## config.mk

```make
export PLATFORM = sky130hd
export DESIGN_NAME = sum_reader
export DESIGN_NICKNAME = d
export VERILOG_FILES = /design/src/rtl/sum_reader.sv
export SDC_FILE = /design/constraint.sdc
export NUM_CORES = 1
export LEC_CHECK = 0
export ABC_AREA = 1
export CORE_UTILIZATION = 44
export CTS_CLUSTER_SIZE = 30
export DETAILED_ROUTE_END_ITERATION = 7
export GPL_ROUTABILITY_DRIVEN = 1
export PLACE_DENSITY = 0.8
export SLEW_MARGIN = 20
export SYNTH_ARGS = -nofsm -noshare
export SYNTH_HDL_FRONTEND = slang
export SYNTH_SLANG_ARGS = --single-unit
```

## constraint.sdc

```tcl
create_clock -name clk -period 1.6 [get_ports clk]
set_input_delay 0.4 -clock clk [delete_from_list [all_inputs] [get_ports clk]]
set_output_delay 0.4 -clock clk [all_outputs]
set_load 0.02 [all_outputs]
```

## src/rtl/sum_reader.sv

```systemverilog
// ============================================================================
//  Module   : sum_reader
//  Purpose  : Reads the four group sums (RAM words 7, 15, 23, 31) after the
//             summing controller signals ready_in, and hands each one
//             downstream with a valid/ack handshake.
//  Revision : 1.0 - initial release
// ============================================================================
`default_nettype none

module sum_reader #(
  parameter int DATA_W = 16,
  parameter int RD_LAT = 2   // RAM read latency in cycles, legal 1..4
) (
  input  logic              clk,
  input  logic              reset,
  input  logic              ready_in,
  input  logic [DATA_W-1:0] q,
  output logic [4:0]        address,
  output logic              rden,
  output logic [DATA_W-1:0] dout,
  output logic              dout_valid,
  input  logic              dout_ack,
  output logic [1:0]        grp,
  output logic              busy,
  output logic              done,
  output logic              overrun
);

  localparam logic [2:0] S_IDLE    = 3'd0;
  localparam logic [2:0] S_READ    = 3'd1;
  localparam logic [2:0] S_WAIT    = 3'd2;
  localparam logic [2:0] S_PRESENT = 3'd3;
  localparam logic [2:0] S_NEXT    = 3'd4;
  localparam logic [2:0] S_FINISH  = 3'd5;

  // Value of the latency counter on the last rden-high cycle.
  localparam logic [2:0] LAT_LAST = RD_LAT[2:0];

  logic [2:0]        state, state_next;
  logic [1:0]        idx, idx_d;
  logic [2:0]        lat_cnt, lat_d;
  logic [4:0]        address_d;
  logic              rden_d;
  logic [DATA_W-1:0] dout_d;
  logic              valid_d;
  logic [1:0]        grp_d;
  logic              busy_d;
  logic              done_d;
  logic              overrun_d;

  logic              lat_last;
  logic              xfer;
  logic [1:0]        idx_inc;

  assign lat_last = (lat_cnt == LAT_LAST);
  assign xfer     = dout_valid & dout_ack;   // ack without valid is ignored
  assign idx_inc  = idx + 2'd1;

  // State register and registered outputs; reset abandons any readout.
  always_ff @(posedge clk) begin
    if (reset) begin
      state      <= S_IDLE;
      idx        <= 2'd0;
      lat_cnt    <= 3'd0;
      address    <= 5'd0;
      rden       <= 1'b0;
      dout       <= '0;
      dout_valid <= 1'b0;
      grp        <= 2'd0;
      busy       <= 1'b0;
      done       <= 1'b0;
      overrun    <= 1'b0;
    end else begin
      state      <= state_next;
      idx        <= idx_d;
      lat_cnt    <= lat_d;
      address    <= address_d;
      rden       <= rden_d;
      dout       <= dout_d;
      dout_valid <= valid_d;
      grp        <= grp_d;
      busy       <= busy_d;
      done       <= done_d;
      overrun    <= overrun_d;
    end
  end

  // Next-state logic for the readout sequence.
  always_comb begin
    state_next = state;
    case (state)
      S_IDLE:          if (ready_in) state_next = S_READ;
      S_READ, S_WAIT:  state_next = lat_last ? S_PRESENT : S_WAIT;
      S_PRESENT:       if (xfer) state_next = (idx == 2'd3) ? S_FINISH : S_NEXT;
      S_NEXT:          state_next = S_READ;
      S_FINISH:        state_next = S_IDLE;
      default:         state_next = S_IDLE;
    endcase
  end

  // Next values of the registered outputs; everything holds unless changed.
  always_comb begin
    idx_d     = idx;
    lat_d     = lat_cnt;
    address_d = address;
    rden_d    = rden;
    dout_d    = dout;
    valid_d   = dout_valid;
    grp_d     = grp;
    busy_d    = busy;
    done_d    = 1'b0;
    // busy is still high during FINISH, so a ready_in coinciding with done
    // is flagged here and never starts a new readout.
    overrun_d = overrun | (ready_in & busy);
    case (state)
      S_IDLE: begin
        if (ready_in) begin
          idx_d     = 2'd0;
          address_d = 5'b00111;
          rden_d    = 1'b1;
          busy_d    = 1'b1;
          lat_d     = 3'd1;
        end
      end
      S_READ, S_WAIT: begin
        if (lat_last) begin
          dout_d  = q;
          valid_d = 1'b1;
          rden_d  = 1'b0;
          grp_d   = idx;
        end else begin
          lat_d = lat_cnt + 3'd1;
        end
      end
      S_PRESENT: begin
        if (xfer) begin
          valid_d = 1'b0;
          done_d  = (idx == 2'd3);
        end
      end
      S_NEXT: begin
        idx_d     = idx_inc;
        address_d = {idx_inc, 3'b111};
        rden_d    = 1'b1;
        lat_d     = 3'd1;
      end
      S_FINISH: begin
        busy_d    = 1'b0;
        address_d = 5'd0;
        idx_d     = 2'd0;
      end
      default: ;
    endcase
  end

endmodule

`default_nettype wire
```

==> results.toml, run 1 <==
[setup_path]
cp-start-kind = "flip-flop"
reg2reg_from = "lat_cnt[0]"
reg2regPathDepth = 9
critPathMaxFanout = 4
path_cells = "dlygate4sd2_1"
cp_top_family = "flip-flops"
r2r_slack_ns = 0.20
cp_slowest_stage_delay_ns = 0.37
crit_path_end_kind = "output pin"
critical_path_class = "flip-flop to output pin"
cp.arrival_ns = 1.06
cp.required_ns = 1.20
critical_path_buf_inv_count = 1
worstReg2RegEnd = "dout_valid"
crit_slowest_cell = "dfxtp_1"

[place]
pre_cts_slack_ns = 0.0505
post-dp-hpwl_um = 2150
gp_congestion = 0.820
placed_area_sq_um = 1890
io_buffer_count = 47
dp.cells = 260

[power_and_ir_drop]
pwr-share-clk_pct = 23.9
p_comb_share_pct = 31.9
p_per_area_nw_per_um2 = 1140
p_int_uw = 1420
vdd_drop_max_uv = 625
seqPwrFrac_pct = 44.2
p_sw_uw = 774
sw_frac_of_total_pct = 35.3
p_leak_uw = 0.000861

[timing]
fin_worst_skew_ns = 0.00518
slew_headroom_pct = 80.7
tightest_slew_ns = 0.287
finalSetupViolations = 0
worst_slack_ns = 0.140
finalHoldViolations = 0
fin_crit_sh_pct = 91.3
drv_slew = 0
fmax_mhz = 685
timing.setup.tns_ns = 0
rsz0062_at_grt = "false"
period_minus_slack_ns = 1.46

[run_status]
status = "completed"

[layout]
syn2layout_area_growth_pct = 38.4
seq_area_sq_um = 661
fin_cells = 268
multi_input_area_sq_um = 609
nNetsFinal = 246
finalInstanceArea_sq_um = 1920
num-fill-cells = 281
finish.utilization_pct = 63.5
n_antenna_cell = 0
drive_gt1_share_pct = 9.82

[die]
start_util_pct = 45.9
io_pins = 48
die_x_um = 58.2
core_sq_um = 3030
fp.dieArea_sq_um = 3380
die_y_um = 58.2
num_rows = 20

[clock_network]
cts_buffers = 5
clock_tree.root_cell = "clkbuf_4"
cts_tree = "yes"
postCtsSetupBuffers = 0
cts_max_level = 2
path_clk_slew_ns = 0.09
numClockSinks = 33
clock_path_buffers = 2
clk_latency_ns = 0.34

[worst_hold_path]
hold_class = "flip-flop to flip-flop"
min_to = "dout[11]"
worstHoldStart = "dout[11]"
worstHoldPathCells = 2

[synth]
synthesis.nets = 198
synth_warnings = 0
synth_cell_type_count = 23
synthesis.area_sq_um = 1390
ys_ff_latch = 33
syn_area_per_cell_sq_um = 7.94
seq_area_frac_synth_pct = 47.6
syn_inst = 175

[detailed_routing]
drt-initial-drc-count = 57
via_per_inst = 4.95
via_count = 1326
postRouteAntennaNets = 0
drcViolationCount = 0
first_pass_iters = 4
wire_per_inst_um = 11.5
wl_um = 3080

[global_route]
grt_pass1_vias = 1092
grt_pass1_wl_um = 4990
grt-ovfl-total = 0
grtUsageTotal_pct = 19.8
grt_max_degree = 22
antenna_found_initial = 0

[job]
max_cap_violations = 0
-- kinds of logic after synthesis --
logic type | after synthesis | share of synthesized area (%)
AO/OA/AOI/OAI | 32 | 12.0
XOR/XNOR | 1 | 0.631
adder cells (fa/ha/maj) | 3 | 2.70
buffers and inverters | 22 | 8.56
flip-flops | 33 | 47.6
AND/OR/NAND/NOR | 84 | 28.6
-- power groups by stage --
stage | clock [uW] | sequential [uW] | combinational [uW]
final | 525 | 970 | 700
after global routing | 573 | 983 | 776
after CTS | 536 | 970 | 699
after detailed placement | 0 | 990 | 737
after global placement | 0 | 989 | 737
after floorplan | 0 | 1040 | 460
-- worst max path at each step --
stage,cells past startpoint,endpoint,startpoint
floorplan,8,lat_cnt[2],lat_cnt[0]
global placement,5,lat_cnt[1],ready_in
detailed placement,5,lat_cnt[1],ready_in
CTS,1,address[1],address[2]
global route,1,address[1],address[2]
finish,1,address[1],address[2]
-- per-stage QoR --
step                      hold slack (ns)  power (uW)
after floorplan                     0.457        1500
after global placement              0.448        1730
after detailed placement            0.454        1730
after CTS                           0.466        2200
after global routing                0.483        2330
final                               0.463        2190
-- sequential cells by signal (all words and copies together) (netlist names), 2 cells and up --
signal and count:
dout 16, address 3, lat_cnt 3, state 3
grp 2
-- cells in the mapped netlist, drive strengths merged --
master | n | area [sq um]
nand2 | 43 | 174
dfxtp | 33 | 661
a21oi | 29 | 149
nand3 | 27 | 135
inv | 11 | 41.3
nor2 | 11 | 63.8
buf | 8 | 66.3
clkbuf | 3 | 11.3
ha | 3 | 37.5
nand3b | 2 | 18.8
o21ai | 2 | 10.0
nor3 | 1 | 5.00
o211ai | 1 | 7.51
xnor2 | 1 | 8.76
-- routing by layer --
layer	part of all wire (%)	track usage (%)	vias up	wire (um)
li1	-	-	672	-
met1	44	24.9	587	1340
met2	46	30.0	60	1410
met3	8.6	6.25	7	265
met4	1.9	11.2	0	57
met5	0	0	-	0
-- layout make-up --
| type | instances | area share, % |
|---|---|---|
| Sequential cell | 33 | 34.4 |
| Tap cell | 44 | 2.86 |
| Clock inverter | 1 | 0.260 |
| Inverter | 11 | 2.15 |
| Timing Repair Buffer | 52 | 25.3 |
| Multi-Input combinational cell | 120 | 31.7 |
| Clock buffer | 7 | 3.39 |
-- repair_timing --
| action | CTS | global route |
|---|---|---|
| setup endpoints to repair | 28 | 1 |
| hold buffers | 0 | 0 |
| gates resized for setup | 28 | 1 |
-- cell usage in the layout (no fill, tap or decap), drive strengths merged --
master and instances:
clkdlybuf4s50 19, nand3 27, o211ai 1, xnor2 1, nor2 11, nor3 1, clkbuf 7, clkinv 1
o21ai 2, dlygate4sd2 28, a21oi 29, ha 3, nand3b 2, nand2 43, buf 5, dfxtp 33
inv 11
Note: power is estimated with default switching activity, not from simulation.
==> run 2: changes to the inputs <==
--- a/config.mk
+++ b/config.mk
@@ -5,12 +5,11 @@
 export SDC_FILE = /design/constraint.sdc
 export NUM_CORES = 1
 export LEC_CHECK = 0
-export ABC_AREA = 1
-export CORE_UTILIZATION = 44
+export CORE_UTILIZATION = 43
 export CTS_CLUSTER_SIZE = 30
 export DETAILED_ROUTE_END_ITERATION = 7
 export GPL_ROUTABILITY_DRIVEN = 1
-export PLACE_DENSITY = 0.8
+export PLACE_DENSITY = 0.79
 export SLEW_MARGIN = 20
 export SYNTH_ARGS = -nofsm -noshare
 export SYNTH_HDL_FRONTEND = slang
==> run 2 against run 1 <==
Compared with the run above: the flow now finishes with violations (DRC); global-route usage down 1.2 points; first-iteration DRC count shrank 67%; synthesized area down 4.1%; clock skew is 0.0054 ns higher; sequential power is essentially flat; sequential share of layout area down 0.98 points; worst setup slack got worse by 0.11 ns; fmax down 6.9%; count of clock-buffer cells in the layout is the same; highest routed layer unchanged.
==> results.toml, run 2 <==
[detailed_routing]
wl_um = 3020
via_per_inst = 5.12
first_pass_iters = 6
wire_per_inst_um = 13.2
postRouteAntennaNets = 0
via_count = 1168
drt-initial-drc-count = 19
drcViolationCount = 3

[synth]
syn_inst = 138
synth_cell_type_count = 30
synth_top_area_share_pct = 49.6
syn_area_per_cell_sq_um = 9.65
synth_warnings = 0
async_reset_ff_share_pct = 0
ys_ff_latch = 33
yosysMostFrequentCell = "dfxtp_1"
synthesis.nets = 161
synth_area_leaders = "dfxtp_1, mux2i_1, nor2_1"
synth-edff-count = 0
synthesis.area_sq_um = 1330
yosys.area.top_type = "dfxtp_1"
synth.top_cells.by_count = "dfxtp_1, nor2_1, mux2i_1, a21oi_1, nor3_1"
dominantRegCellSynth = "dfxtp_1"
seq_area_frac_synth_pct = 49.6

[timing]
fin_worst_skew_ns = 0.0106
finalHoldViolations = 0
period_minus_slack_ns = 1.57
tightest_slew_ns = 0.385
worst_slack_ns = 0.0322
fin_worst_hold_slack_ns = 0.467
finalSetupViolations = 0
fin_crit_sh_pct = 98.0
slew_headroom_pct = 74.1
rsz0062_at_grt = "true"
timing.setup.tns_ns = 0
drv_slew = 0
fmax_mhz = 638

[place]
pre_cts_slack_ns = -0.150
gp_congestion = 0.767
dp.cells = 217
post-dp-hpwl_um = 2130
io_buffer_count = 47

[run_status]
status = "finished with violations"
violations = "DRC"

[power_and_ir_drop]
vdd_drop_max_uv = 619
p_per_area_nw_per_um2 = 1190
p_leak_uw = 0.00103
power.total_uw = 2370

[job]
max_cap_violations = 0

[layout]
n_antenna_cell = 0
nNetsFinal = 219
drive_gt1_share_pct = 15.2
syn2layout_area_growth_pct = 49.7
top_register = "dout"
final_common_cell = "dfxtp_1"
fin_cells = 228
final_cell_mix = "dfxtp_1, dlygate4sd2_1, nor2_1"
largest_reg_flops = 16

[setup_path]
path_cells = "inv_2 > ha_4 > nor2b_4 > or3b_4 > buf_12 > mux2i_1 > nor2_1"
crit_path_end_kind = "flip-flop"
cp.arrival_ns = 1.81
crit_slowest_cell = "or3b_4"
cp.required_ns = 1.84
cp-start-kind = "flip-flop"
critical_path_class = "flip-flop to flip-flop"
cp_top_family = "simple AND/OR/NAND/NOR gates"
critical_path_buf_inv_count = 2
critPathMaxFanout = 11
cp_slowest_stage_delay_ns = 0.44

[clock_network]
clock_tree.root_cell = "clkbuf_4"
path_clk_slew_ns = 0.11
clk_latency_ns = 0.34
clock_path_buffers = 2
hold_buffers = 0
cts_buffers = 5
cts_tree = "yes"
numClockSinks = 33
cts_max_level = 2

[die]
num_rows = 19
die_y_um = 57.6
die_x_um = 57.6
fp.dieArea_sq_um = 3320
core_sq_um = 2850
start_util_pct = 46.7
io_pins = 48

[global_route]
grtUsageTotal_pct = 18.7
grt_max_degree = 12
antenna_found_initial = 0
grt_pass1_vias = 1062
grt-ovfl-total = 0
grt_pass1_wl_um = 4630

[worst_hold_path]
hold_class = "flip-flop to flip-flop"
-- run 2: cell types whose count changed in the layout (fill, tap and decap cells not counted), sizes merged, moves of 2 or more --
cell / change
nand3: -26
inv: -8
nor3: +5
a21oi: -19
buf: +10
nor2: +16
nor2b: +2
or3b: +2
nand2: -39
mux2i: +19
nand2b: +2
-- run 2: where the power goes --
part | total (uW) | switching [uW] | internal [uW]
logic | 741 | 355 | 385
registers | 967 | 55.4 | 911
clock network | 664 | 291 | 373
total | 2370 | 702 | 1670
-- run 2: path summary, 6_finish.rpt --
kind	startpoint	to	slack, ns	depth (start not counted)
worst max-delay path	lat_cnt[0]	dout[9]	0.03	7
worst min-delay path	address[4]	address[4]	0.47	2
worst max register to register	lat_cnt[0]	dout[9]	0.03	7
worst min register to register	address[4]	address[4]	0.47	2
-- run 2: metal layers --
layer  track usage [%]  share of wire (%)
met5                 0                  0
met4              10.5                2.5
met3              6.03                6.5
met2              30.7                 48
met1              21.4                 43
-- run 2: through the flow --
stage / util, % / area [sq um]
final: 69.9 / 1990
after global routing: 69.9 / 1990
after CTS: 67.1 / 1910
after detailed placement: 64.9 / 1850
after global placement: 64.9 / 1850
after floorplan: - / 1330
-- run 2: what timing repair did --
item                                    in CTS  in global routing
setup buffers                                0                  2
pin swaps                                    0                  3
gates cloned                                 0                  1
endpoints found under the setup margin      47                 22
resized for setup                           33                 10
-- run 2: final cells by class --
cell class	count	area, sq um
fill	222	860
sequential	33	666
timing repair buffer	63	598
multi-input combinational	90	594
clock buffer	7	55.1
tap	31	38.8
clock inverter	1	30.0
inverter	3	11.3
-- run 2: kinds of logic after synthesis --
| kind of cell | count (synthesis) | synth area share (%) |
|---|---|---|
| flip-flops | 33 | 49.6 |
| AO/OA/AOI/OAI | 18 | 7.99 |
| buffers and inverters | 15 | 7.42 |
| XOR/XNOR | 1 | 0.658 |
| multiplexers | 19 | 14.3 |
| AND/OR/NAND/NOR | 49 | 17.2 |
| adder cells (fa/ha/maj) | 3 | 2.82 |
-- run 2: worst register-to-register path, cell delays in order (launching register included) --
cell and delay, ns:
dfxtp_2 0.34, inv_2 0.06, ha_4 0.12, nor2b_4 0.13, or3b_4 0.44, buf_12 0.17
mux2i_1 0.16, nor2_1 0.05
